`config.mk`:
```
export PLATFORM = sky130hd
export DESIGN_NAME = median_feeder
export DESIGN_NICKNAME = d
export VERILOG_FILES = /design/src/rtl/median_feeder.sv
export SDC_FILE = /design/constraint.sdc
export NUM_CORES = 1
export LEC_CHECK = 0
export ABC_AREA = 1
export CORE_ASPECT_RATIO = 0.9
export CORE_MARGIN = 1.5
export CORE_UTILIZATION = 63
export CTS_BUF_LIST = sky130_fd_sc_hd__clkbuf_4 sky130_fd_sc_hd__clkbuf_8
export DETAILED_ROUTE_END_ITERATION = 10
export DONT_BUFFER_PORTS = 1
export GPL_TIMING_DRIVEN = 0
export PLACE_DENSITY = 0.76
export SLEW_MARGIN = 20
export SYNTH_ARGS = -nofsm -noshare
export SYNTH_HDL_FRONTEND = slang
export SYNTH_SLANG_ARGS = --single-unit
```
`constraint.sdc`:
```
create_clock -name CLK -period 2.9 [get_ports CLK]
set_input_delay 0.29 -clock CLK [delete_from_list [all_inputs] [get_ports CLK]]
set_output_delay 0.29 -clock CLK [all_outputs]
set_load 0.02 [all_outputs]
```
`src/rtl/median_feeder.sv`:
```
// median_feeder: gathers a 3x3 pixel window, replays it as a burst to MEDIAN, returns the median
module median_feeder #(
  parameter int width   = 8,
  parameter int TIMEOUT = 64
) (
  input  logic             CLK,
  input  logic             RST,
  input  logic [width-1:0] PIX_IN,
  input  logic             PIX_VALID,
  output logic             PIX_READY,
  output logic [width-1:0] MED_DI,
  output logic             MED_DSI,
  input  logic [width-1:0] MED_DO,
  input  logic             MED_DSO,
  output logic [width-1:0] RES,
  output logic             RES_VALID,
  input  logic             RES_READY,
  output logic             ERR
);
  localparam int TW = $clog2(TIMEOUT);
  typedef enum logic [1:0] {LOAD, SEND, WAIT, HOLD} state_t;
  state_t state, nxt;
  logic [width-1:0] pix_buf [9];
  logic [3:0] wcnt, rcnt;
  logic [TW-1:0] tcnt;
  logic accept, last_acc, tmo;
  assign accept    = state == LOAD && PIX_VALID;
  assign last_acc  = accept && wcnt == 4'd8;
  assign tmo       = tcnt == TW'(TIMEOUT - 1);
  assign PIX_READY = state == LOAD;
  // state register
  always_ff @(posedge CLK or posedge RST)
    if (RST) state <= LOAD;
    else state <= nxt;
  // next-state decode
  always_comb begin
    nxt = state;
    case (state)
      LOAD: nxt = last_acc ? SEND : LOAD;
      SEND: nxt = rcnt == 4'd8 ? WAIT : SEND;
      WAIT: nxt = MED_DSO ? HOLD : (tmo ? LOAD : WAIT);
      HOLD: nxt = RES_READY ? LOAD : HOLD;
      default: nxt = LOAD;
    endcase
  end
  // window storage; contents need no reset since every window is fully rewritten before replay
  always_ff @(posedge CLK)
    if (accept) pix_buf[wcnt] <= PIX_IN;
  // counters, burst outputs, result capture and sticky timeout flag
  always_ff @(posedge CLK or posedge RST)
    if (RST) begin
      wcnt      <= '0;
      rcnt      <= '0;
      tcnt      <= '0;
      MED_DI    <= '0;
      MED_DSI   <= 1'b0;
      RES       <= '0;
      RES_VALID <= 1'b0;
      ERR       <= 1'b0;
    end else begin
      if (accept) wcnt <= last_acc ? 4'd0 : wcnt + 4'd1;
      if (last_acc) begin
        MED_DSI <= 1'b1;
        MED_DI  <= pix_buf[0];
      end
      if (state == SEND) begin
        if (rcnt == 4'd8) begin
          MED_DSI <= 1'b0;
          rcnt    <= '0;
          tcnt    <= '0;
        end else begin
          rcnt   <= rcnt + 4'd1;
          MED_DI <= pix_buf[rcnt + 4'd1];
        end
      end
      if (state == WAIT) begin
        tcnt <= tcnt + 1'b1;
        if (MED_DSO) begin
          RES       <= MED_DO;
          RES_VALID <= 1'b1;
        end else if (tmo) ERR <= 1'b1;
      end
      if (state == HOLD && RES_READY) RES_VALID <= 1'b0;
    end
endmodule

```
# Yosys cells after proc, flatten, opt, wreduce, memory -nomap -nowiden
# Memory sizes are Yosys's and may differ from the RTL's.
# Cells that the tools add are included.
[word_totals]
register_bits = 35
ram_bits = 72
in_bits = 21
wordCells = 54
n_memories = 1
[memory_table]
columns = ["name", "depth", "width", "rd", "rd_ports_with_merged_regs", "write_ports", "line_no", "rtl"]
rows = [
  ["pix_buf", 9, 8, 2, 0, 1, "23", "logic [width-1:0] pix_buf [9];"],
]
[classes]
add_sub_neg = 3
n_eq_ne = 6
muxes = 22
bitwise = 1
n_reduce_logical = 12
[op_table]
columns = ["operator", "count"]
rows = [
  ["2-to-1 mux 8 bit", 3],
  ["2-to-1 mux 6 bit", 3],
  ["2-to-1 mux 1 bit", 9],
  ["adder 4 x 1 -> 4 bit (second input constant)", 2],
  ["== test 4 bit (second input constant)", 2],
  ["2-to-1 mux 2 bit", 4],
  ["2-to-1 mux 4 bit", 2],
  ["case mux 2 bit (4 select lines)", 1],
  ["nonzero test 2 bit", 4],
  ["adder 6 x 1 -> 6 bit (second input constant)", 1],
  ["== test 6 bit (second input constant)", 1],
  ["AND reduction 2 bit", 3],
  ["== test 2 bit (second input constant)", 2],
  ["logical AND 1 bit", 3],
  ["AND reduction 3 bit", 1],
  ["== test 2 x 1 -> 1 bit (second input constant)", 1],
  ["zero test 2 bit", 1],
  ["NOT 1 bit", 1],
]

# Depth between registers and ports, before layout
[depth]
ltp_word = 6
mapped_depth = 11
mapped_depth_nobuf = 10

# Least setup slack after synthesis
# Ideal clock, no wire load.
[synth_path]
path_type = "flip-flop to flip-flop"
startpoint = "register state[0]"
endpoint = "memory pix_buf[1][0] (enable)"
setup_time_ps = 383
arrival_time_ps = 1739
path_slack_ps = 777
path_stages_with_launch = 6
path_buffers = 1
path_cell_list = "dfrtp_1 > inv_1 > ha_1 > nand2_1 > clkbuf_1 > nor3_1"
[synth_via]
elab_chain_cells = 4
[synth_rtl]
columns = ["element", "line_no", "rtl"]
rows = [
  ["start, declared", "22", "state_t state, nxt;"],
  ["start signal, assigned", "34", "else state <= nxt;"],
  ["zero test 2 bit", "--", ""],
  ["net PIX_READY", "10", "output logic PIX_READY,"],
  ["logical AND 1 bit", "27", "assign accept = state == LOAD && PIX_VALID;"],
  ["2-to-1 mux 1 bit", "48", "if (accept) pix_buf[wcnt] <= PIX_IN;"],
  ["2-to-1 mux 1 bit (not written as such)", "48", ""],
  ["end, declared", "23", ""],
]
# The timed path passes the listed nets, and every way through them passes these cells.

# Final worst setup path
[layout_path]
startpoint = "register state[0]"
endpoint = "memory pix_buf[3][3] (enable)"
# Same word-level chain as after synthesis.

==> flow_summary.json <==
{
  "grt_pass1_vias": 3274,
  "grt_pass1_wl_um": 15500,
  "synthMuxAreaShare": 0,
  "avgSynthCellArea_sq_um": 9.40,
  "seq_area_frac_synth": 0.622,
  "ys_warn_count": 0,
  "grtUsageMet3": 0.0588,
  "synth.distinct_cells": 26,
  "ios": 41,
  "die_h_um": 86.6,
  "clk_latency_ps": 360,
  "synthesis.area_sq_um": 4890,
  "path_cells": "inv_1, ha_1, nand2_1, clkbuf_1, nor2_1, inv_1, nor2_1",
  "timing.critical_path.buf_inv": 3,
  "cp_slowest_stage_delay_ps": 640,
  "avgViaCountPerCell": 5.39,
  "status": "finished clean",
  "die_area_sq_um": 8300,
  "root_buffer": "clkbuf_8",
  "use_met2": 0.410,
  "met1_usage": 0.332,
  "ys_ff_latch": 107,
  "antenna_found_initial": 0,
  "cp_max_fo": 10,
  "antenna_left": 0,
  "crit_arrival_ps": 2610,
  "fill_cells": 563,
  "vias": 3430,
  "critPathLaunchType": "flip-flop",
  "syn_nets": 553,
  "peakVddDrop_mv": 0.605,
  "finalWorstSetupSlack_ps": 278,
  "power_density_nw_per_um2": 923,
  "diodes": 0,
  "grt_setup_unrepaired": "false",
  "cp_top_family": "simple AND/OR/NAND/NOR gates",
  "core_sq_um": 7540,
  "cts_made_buffers": 9,
  "layout_commonest_cell": "nand2_1",
  "synth_top_family_by_area": "simple AND/OR/NAND/NOR gates",
  "finalMaxSlewViolations": 0,
  "netlist_instances": 520,
  "fmax_mhz": 381,
  "grt_max_degree": 36,
  "gp_congestion": 0.851,
  "clock_path_buffers": 2,
  "p_total_mw": 4.84,
  "grt.overflow.total": 0,
  "cts_max_level": 3,
  "initial_core_util": 0.648,
  "cts_tree": "yes",
  "slew_headroom": 0.436,
  "areaGrowthSynthToFinish_pct": 7.25,
  "p_leak_nw": 2.42,
  "nets": 568,
  "cts_resized": 0,
  "hold_viol": 0,
  "die_w_um": 95.8,
  "setup_tns_ps": 0,
  "period_share": 0.904,
  "dp_hpwl_um": 6960,
  "drc": 0,
  "drt_iter0_markers": 197,
  "firstDrtPassIters": 4,
  "maxCapViolations": 0,
  "post-route-min-period_ps": 2620,
  "drt_wl_total_um": 9940,
  "min_path_type": "in2reg",
  "wl_per_cell_um": 15.6,
  "yosys.area_share.simple": 0.236,
  "setup_violations": 0,
  "synth-compound-area-share": 0.0294,
  "pre_cts_slack_ps": 269,
  "fin_worst_skew_ps": 13.9,
  "required_ps": 2890,
  "num_rows": 30,
  "io_buffer_count": 0,
  "worstSetupPathType": "reg2reg",
  "top_usage_layer": "met2",
  "worst_pin_slew_ps": 843,
  "final_cell_mix": "175 x nand2_1, 82 x inv_1, 72 x edfxtp_1",
  "cts_sinks": 107,
  "synth-adder-area-share": 0.0307,
  "slowest_stage": "nor2_1",
  "clk_pin_slew_ps": 100,
  "cp-end-kind": "flip-flop",
  "postCtsSetupBuffers": 0,
  "synthXorXnorAreaFrac": 0.00512,
  "drive_gt1_frac": 0.0685,
  "gr-usage-all-layers": 0.254
}
-- cells in the mapped netlist --
cell type  number  area (sq um)
nor3_1          5          25.0
or2_2           2          12.5
a21o_1          1          7.51
dfrtp_1        35           876
o22ai_1         2          12.5
clkbuf_1        7          26.3
inv_2           1          3.75
edfxtp_1       72          2160
o21a_1          1          7.51
nor2_2          4          25.0
nor2_1         17          63.8
xnor2_2         1          16.3
o21ai_1         1          5.00
ha_1           12           150
inv_1          83           312
o21bai_1        4          30.0
o21ai_0        10          50.1
a21oi_1         5          25.0
nand2_1       175           657
nand4_1         3          18.8
xor2_1          1          8.76
nand2_2         2          12.5
a31oi_1         1          6.26
clkinv_1        1          3.75
nand3_1        68           340
buf_2           6          30.0
-- registers in the layout, summed over array words and instances, names as in the netlist --
signal     flops
rcnt           4
wcnt           4
RES_VALID      1
MED_DI         8
RES            8
state          2
ERR            1
MED_DSI        1
pix_buf       72
tcnt           6
-- cell type report --
type,instances,area [sq um],share of cell area
clock buffer,12,146,0.0279
clock inverter,4,27.5,0.00525
sequential,107,3040,0.580
inverter,85,319,0.0609
tap,96,120,0.0229
multi-input combinational,315,1490,0.285
buffer,13,56.3,0.0107
timing repair buffer,4,40.0,0.00764
-- where the power goes --
part | switching (mW) | internal (mW)
combinational | 1.26 | 0.576
sequential | 0.279 | 1.90
clock | 0.480 | 0.343
-- layer usage --
layer,up-vias,part of all wire
met1,1628,0.44
met3,17,0.051
met4,0,0.018
li1,1688,-
met2,97,0.49
met5,-,0
-- cells by family (layout without fill, tap and decap cells) --
kind of cell	Yosys count	in the layout
simple gates	276	276
buf+inv	98	118
fa+ha+maj	12	12
xor+xnor	2	2
compound gates	25	25
flops	107	107
-- stage by stage --
| step | instance area [sq um] | utilization | std cells | hold slack [ps] |
|---|---|---|---|---|
| after detailed placement | 5030 | 0.666 | 616 | 336 |
| after CTS | 5210 | 0.691 | 633 | 3.15 |
| after floorplan | 4890 | - | 520 | 389 |
| after global routing | 5240 | 0.695 | 636 | 0.188 |
| after global placement | 5010 | 0.664 | 616 | 389 |
| final | 5240 | 0.695 | 636 | 19.7 |
-- worst register-to-register path, delay by kind of cell (launching register included) --
family / cells / cell delay (ps)
AND/OR/NAND/NOR: 3 / 990
buffers and inverters: 3 / 470
flip-flops: 1 / 410
adder cells (fa/ha/maj): 1 / 380
-- repair_timing --
item / CTS / global route
hold buffers: 1 / 3
endpoints found under the setup margin: 0 / 0
endpoints found under the hold margin: 35 / 21
-- final timing paths --
path                       slack [ps]                 from                 endpoint  depth (start not counted)
max in group asynchronous        1910                  RST      MED_DI[6]$_DFF_PP0_                          2
min                                20            PIX_IN[5]  pix_buf[2][5]$_DFFE_PP_                          0
max                               280   state[0]$_DFF_PP0_  pix_buf[3][3]$_DFFE_PP_                          7
min in group asynchronous         500                  RST       RES[2]$_DFFE_PP0P_                          2
min reg2reg                       510  wcnt[3]$_DFFE_PP0P_      wcnt[3]$_DFFE_PP0P_                          1
max reg2reg                       280   state[0]$_DFF_PP0_  pix_buf[3][3]$_DFFE_PP_                          7
Note: power is estimated with default switching activity, not from simulation.
